$ cat src/rtl/tdc_meas_ctrl.sv
// Measurement sequencer for the phase-reversing TDC delay-line array:
// preset, launch, settle, capture, phase-reverse, then average and hand off a result.
module tdc_meas_ctrl #(
   parameter int N_STAGES   = 32,
   parameter int CW         = 6,
   parameter int PRESET_CYC = 4,
   parameter int SETTLE_CYC = 8,
   parameter int AVG_LOG2   = 2
) (
   input  logic                clk,
   input  logic                rst,
   input  logic                start,
   input  logic                pr_en,
   input  logic [N_STAGES-1:0] therm_in,
   output logic                pstb,
   output logic                launch,
   output logic                phase_rev_clk,
   output logic [CW-1:0]       result,
   output logic                result_valid,
   input  logic                result_ready,
   output logic                bubble_err,
   output logic                busy
);

   localparam int CYC_MAX = (PRESET_CYC > SETTLE_CYC) ? PRESET_CYC : SETTLE_CYC;
   localparam int TW      = $clog2(CYC_MAX + 1);
   localparam int MW      = AVG_LOG2 + 1;
   localparam int AW      = CW + AVG_LOG2;

   localparam logic [TW-1:0] PRESET_LAST = TW'(PRESET_CYC - 1);
   localparam logic [TW-1:0] SETTLE_LAST = TW'(SETTLE_CYC - 1);
   localparam logic [MW-1:0] MEAS_LAST   = MW'((1 << AVG_LOG2) - 1);

   typedef enum logic [2:0] {
      S_IDLE, S_PRESET, S_LAUNCH, S_SETTLE, S_CAPTURE, S_PHREV, S_ACCUM, S_DONE
   } state_t;

   state_t        state_reg, state_next;
   logic [TW-1:0] cyc_reg;
   logic [MW-1:0] meas_reg;
   logic [AW-1:0] acc_reg;
   logic [AW-1:0] acc_sum;
   logic [CW-1:0] count_reg;
   logic [CW-1:0] count_comb;
   logic [CW-1:0] result_reg;
   logic          pol_reg;
   logic          bubble_reg;
   logic          pstb_reg;
   logic          launch_reg;
   logic          prc_reg;
   logic          valid_reg;
   logic          busy_reg;

   logic [N_STAGES-1:0] code;
   logic [N_STAGES-2:0] bub_vec;
   logic                bubble_comb;

   // Captured levels flip meaning after every phase reversal; pol restores a 1-means-passed code.
   assign code = therm_in ^ {N_STAGES{~pol_reg}};

   generate
      for (genvar gi = 1; gi < N_STAGES; gi++) begin : g_bubble
         assign bub_vec[gi-1] = code[gi] & ~code[gi-1];
      end
   endgenerate

   assign bubble_comb = |bub_vec;

   always_comb begin
      count_comb = '0;
      for (int i = 0; i < N_STAGES; i++) begin
         count_comb = count_comb + CW'(code[i]);
      end
   end

   assign acc_sum = acc_reg + AW'(count_reg);

   always_comb begin
      state_next = state_reg;
      case (state_reg)
         S_IDLE:    if (start) state_next = S_PRESET;
         S_PRESET:  if (cyc_reg == PRESET_LAST) state_next = S_LAUNCH;
         S_LAUNCH:  state_next = S_SETTLE;
         S_SETTLE:  if (cyc_reg == SETTLE_LAST) state_next = S_CAPTURE;
         S_CAPTURE: state_next = S_PHREV;
         S_PHREV:   state_next = S_ACCUM;
         S_ACCUM:   state_next = (meas_reg == MEAS_LAST) ? S_DONE : S_LAUNCH;
         S_DONE:    if (result_ready) state_next = S_IDLE;
         default:   state_next = S_IDLE;
      endcase
   end

   // Outputs are decoded from the next state so they are registered yet aligned with the state.
   always_ff @(posedge clk) begin
      if (rst) begin
         state_reg  <= S_IDLE;
         cyc_reg    <= '0;
         meas_reg   <= '0;
         acc_reg    <= '0;
         count_reg  <= '0;
         result_reg <= '0;
         pol_reg    <= 1'b1;
         bubble_reg <= 1'b0;
         pstb_reg   <= 1'b1;
         launch_reg <= 1'b0;
         prc_reg    <= 1'b0;
         valid_reg  <= 1'b0;
         busy_reg   <= 1'b0;
      end else begin
         state_reg  <= state_next;
         pstb_reg   <= (state_next != S_PRESET);
         launch_reg <= (state_next == S_LAUNCH);
         prc_reg    <= (state_next == S_PHREV) && pr_en;
         valid_reg  <= (state_next == S_DONE);
         busy_reg   <= (state_next != S_IDLE);

         if ((state_next == state_reg) && ((state_reg == S_PRESET) || (state_reg == S_SETTLE)))
            cyc_reg <= cyc_reg + TW'(1);
         else
            cyc_reg <= '0;

         case (state_reg)
            S_IDLE: begin
               if (start) begin
                  acc_reg    <= '0;
                  meas_reg   <= '0;
                  bubble_reg <= 1'b0;
               end
            end
            S_PRESET: pol_reg <= 1'b1;
            S_CAPTURE: begin
               count_reg <= count_comb;
               if (bubble_comb) bubble_reg <= 1'b1;
            end
            // pol flips on the same edge where phase_rev_clk falls
            S_PHREV: if (prc_reg) pol_reg <= ~pol_reg;
            S_ACCUM: begin
               acc_reg  <= acc_sum;
               meas_reg <= meas_reg + MW'(1);
               if (meas_reg == MEAS_LAST) result_reg <= CW'(acc_sum >> AVG_LOG2);
            end
            default: ;
         endcase
      end
   end

   assign pstb          = pstb_reg;
   assign launch        = launch_reg;
   assign phase_rev_clk = prc_reg;
   assign result        = result_reg;
   assign result_valid  = valid_reg;
   assign bubble_err    = bubble_reg;
   assign busy          = busy_reg;

endmodule

$ cat config.mk
export PLATFORM = sky130hd
export DESIGN_NAME = tdc_meas_ctrl
export DESIGN_NICKNAME = d
export VERILOG_FILES = /design/src/rtl/tdc_meas_ctrl.sv
export SDC_FILE = /design/constraint.sdc
export NUM_CORES = 1
export LEC_CHECK = 0
export BUFFER_PORTS_ARGS = -buffer_cell sky130_fd_sc_hd__buf_2
export CAP_MARGIN = 5
export CORE_MARGIN = 2
export CORE_UTILIZATION = 58
export DETAILED_ROUTE_END_ITERATION = 16
export PLACE_DENSITY = 0.92
export SLEW_MARGIN = 5
export SYNTH_ARGS = -nofsm -noshare
export SYNTH_HDL_FRONTEND = slang
export SYNTH_SLANG_ARGS = --single-unit
$ cat constraint.sdc
create_clock -name clk -period 6.9 [get_ports clk]
set_clock_uncertainty 0.2 [all_clocks]
set_input_delay 0.69 -clock clk [delete_from_list [all_inputs] [get_ports clk]]
set_output_delay 0.69 -clock clk [all_outputs]
set_load 0.05 [all_outputs]
==> out/results.env <==
RUN_STATUS='completed'
P_LEAK_nW=1.61
DRV_CAP=0
GRT_UTIL_ALL_LAYERS=0.261
SYNTH_EDF_COUNT=0
ROUTEDWLPERCELL_UM=15.3
SETUP_TOTAL_NEGATIVE_SLACK_NS=0
SYNTH_CELLS=380
VDD_DROP_MAX_V=0.000211
PIN_COUNT_OF_THE_BIGGEST_NET_ENTERING_GLOBAL_ROUTING=35
CTS.PATH.MAX_BUFFERS=2
CRITPATHCAPTURE='count_reg[4]'
PATH_COMMON_CELL='fa_1'
FINAL_CORE_UTILIZATION=0.657
CRIT_PATH_TOP_DELAY_CELL='dfxtp_1'
DRTANTENNAVIOLNETS=0
ENDPOINT_KIND='register'
SYNTH.YOSYS.WARNINGS=0
RSZ0062_AT_GRT='false'
IO_BUFFER_COUNT=48
DIE_EXTENT_IN_X_UM=78.6
POST_SYNTH_NUM_CELL_TYPES=56
SYNTH_SEQ_CELLS=37
CRITICAL_PATH.CELL_CHAIN='xnor2_1, ha_1, fa_1, fa_1, fa_1, inv_1, fa_1, fa_1, inv_1, ha_1, fa_1, a21o_1, a21oi_1, xnor2_1, nand2_1, a21oi_1'
SYNTH_SEQUENTIAL_AREA_RATIO=0.229
YOSYS.AREA.TOP_TYPE_SHARE=0.229
LAYOUT.CELLS.NON_FILLER=496
DRT_PASS1_ITERATIONS=4
YOSYS-TOP-CELLS-AREA='dfxtp_1 23%, fa_1 12%, ha_1 8.5%, xnor2_1 6.0%, inv_1 4.4%'
TIMING.FINAL.MAX_SLEW_VIOLATIONS=0
CRITPATHREQUIREDTIME_NS=6.92
NUMBER_OF_ANTENNA_VIOLATIONS_AT_THE_FIRST_CHECK_IN_GLOBAL_ROUTING=0
FILLER_CELL_COUNT=442
GLOBALROUTEOVERFLOWTOTAL=0
CTS.HOLD.BUFFERS_ADDED=0
AREA_GROWTH_SYN_TO_LAYOUT_PCT=10.6
ROWS=27
IOPINCOUNT=49
POST_SYNTH_INSTANCE_AREA_UM2=3230
ASYNCSETRESETFLOPFRACSYNTH=0
ANTENNADIODECOUNT=0
PATH_CLK_SLEW_NS=0.08
DP_CELLS=488
DETAILROUTE.VIA_COUNT=2840
CTS.ROOT.BUFFER_CELL='clkbuf_8'
SYNTH_COMMONEST_CELLS='38 x inv_1, 37 x dfxtp_1, 29 x nand2_1'
INITIAL_CORE_UTIL=0.594
YOSYS.AREA.TOP_TYPE='dfxtp_1'
GRT_FIRST_PASS_WIRELENGTH_UM=12900
SYNTH_MOST_COMMON_CELL='inv_1'
CRITICAL_PATH_MAX_STAGE_DELAY_NS=0.87
FIRST_ITER_VIOLATIONS=175
SYNTH_FF_TYPE='dfxtp_1'
HPWL_UM=6030
FP.DIEH_UM=78.6
SETUP_VIOL=0
CTS_REPAIR_RESIZE_COUNT=0
CTS.HTREE.LEVELS=2
LARGEST_REGISTER_FFS=8
FINAL_MIN_PERIOD_OVER_CLOCK_PERIOD=0.839
POWER-PER-CELL-AREA_nW_PER_UM2=263
SYNTH.AVG_CELL_AREA_UM2=8.50
TIMING.SETUP.CRITICAL_PATH_CLASS='reg2reg'
HOLD_PATH_CLASS='reg2reg'
CRITPATHARRIVALTIME_NS=5.81
DESIGN.FINAL.NETS=501
CLKLATENCYLATEPIN_NS=0.29
FLOORPLAN.DIE_AREA_UM2=6180
REGTOREGSETUPSLACK_NS=1.11
CRIT_START='pol_reg'
REPORT.POWER.TOTAL_uW=939
CRIT_START_CATEGORY='register'
POST-ROUTE-MIN-PERIOD_NS=5.79
CRITICAL_PATH.REG2REG.STARTPOINT='pol_reg'
MAX_FREQ_GHz=0.173
CTS_INSERTED_BUFFERS=5
WORSTMARGINPINSLEW_NS=0.838
CTS_TREE='yes'
ROUTED_VIA_DENSITY=5.73
ROUTE.DETAILED.DRC=0
ROUTE.FINAL.WIRE_LENGTH_UM=7570
SYN-NUM-NETS=458
CP_MAX_FO=22
NORMALIZED_MAX_SLEW_MARGIN=0.441
LAYOUT-DRIVE-GT1-SHARE=0.163
ROUTABILITYCONGESTION=0.902
FIRST_GLOBAL_VIAS=2863
CTS_SINKS=37
FF2FF_PATH_DEPTH=16
HOLD-WORST-SLACK_NS=0.259
FINAL_HOLD_VIOL_COUNT=0
POST_CTS_BUFFERS=0
FLOORPLAN.CORE_AREA_UM2=5440
CRITICAL_PATH.REG2REG.ENDPOINT='count_reg[4]'
[kinds of logic after synthesis]
group	share of synthesized area
xor gates and xnor gates	0.100
muxes	0.0155
and+or+nand+nor	0.214
DFF	0.229
adders and majority gates	0.203
AOI/OAI and AO/OA	0.170
buffers and inverters	0.0682
[per-layer routing]
metal | wire length, µm | GRT usage | vias to the layer above
met5 | 0 | 0 | -
met4 | 63 | 0.0614 | 0
met3 | 322 | 0.0471 | 10
met2 | 3850 | 0.452 | 71
met1 | 3340 | 0.337 | 1364
li1 | - | - | 1395
[power breakdown]
| group | leakage [nW] | total, mW | switching (mW) | internal, mW |
|---|---|---|---|---|
| Combinational | 1.27 | 0.575 | 0.308 | 0.267 |
| Sequential | 0.299 | 0.218 | 0.00231 | 0.215 |
| Clock | 0.0450 | 0.146 | 0.0763 | 0.0700 |
[through the flow]
stage	cell area (µm²)	worst slack, ns
global placement	3490	1.29
detailed placement	3490	1.12
CTS	3570	1.13
finish	3570	1.11
floorplan	3230	1.34
global route	3570	0.780
[worst max-delay path: cells and delay by family, from the launching register on]
kind / cells / cell delay, ns
AO/OA/AOI/OAI: 3 / 0.54
XOR/XNOR: 2 / 0.31
flip-flops: 1 / 0.87
AND/OR/NAND/NOR: 1 / 0.07
buffers and inverters: 2 / 0.09
adder cells (fa/ha/maj): 8 / 3.63
[placed cells by master, fill, tap and decap left out, types with 3 or more instances in the layout]
cell type and instances:
a211oi_1 8, and2_1 3, inv_1 38, o21bai_1 5, xor2_1 15, fa_1 19, nand3_1 7, nand2_1 29
or3_1 8, ha_1 22, buf_2 48, nor2_1 28, nor3_1 10, a22oi_1 5, a21oi_1 22, o2111ai_1 5
a22o_1 3, and3_1 6, a21o_1 5, o21ai_0 13, nand3b_1 3, nor2b_1 6, mux2i_1 5, dfxtp_1 37
xnor2_1 22, nand2b_1 8, clkbuf_8 5
[layout make-up]
type | instances | area, µm² | area share
clock inverters | 2 | 10.0 | 0.00280
inverters | 38 | 143 | 0.0399
repair buffers | 49 | 248 | 0.0693
multi-input cells | 292 | 2270 | 0.635
clock buffers | 6 | 72.6 | 0.0203
well taps | 72 | 90.1 | 0.0252
flip-flops and latches | 37 | 741 | 0.207
[worst min-delay path by stage]
| stage | cells after the start | startpoint | slack, ns | to |
|---|---|---|---|---|
| 2_1_floorplan | 1 | cyc_reg[0] | 0.22 | cyc_reg[0] |
| 3_3_place_gp | 1 | cyc_reg[0] | 0.23 | cyc_reg[0] |
| 3_5_place_dp | 2 | result[1] | 0.24 | result[1] |
| 4_1_cts | 2 | result[1] | 0.25 | result[1] |
| 6_report | 2 | result[1] | 0.26 | result[1] |
| 5_1_grt | 2 | result[1] | 0.27 | result[1] |
(Power assumes the default switching activity.)
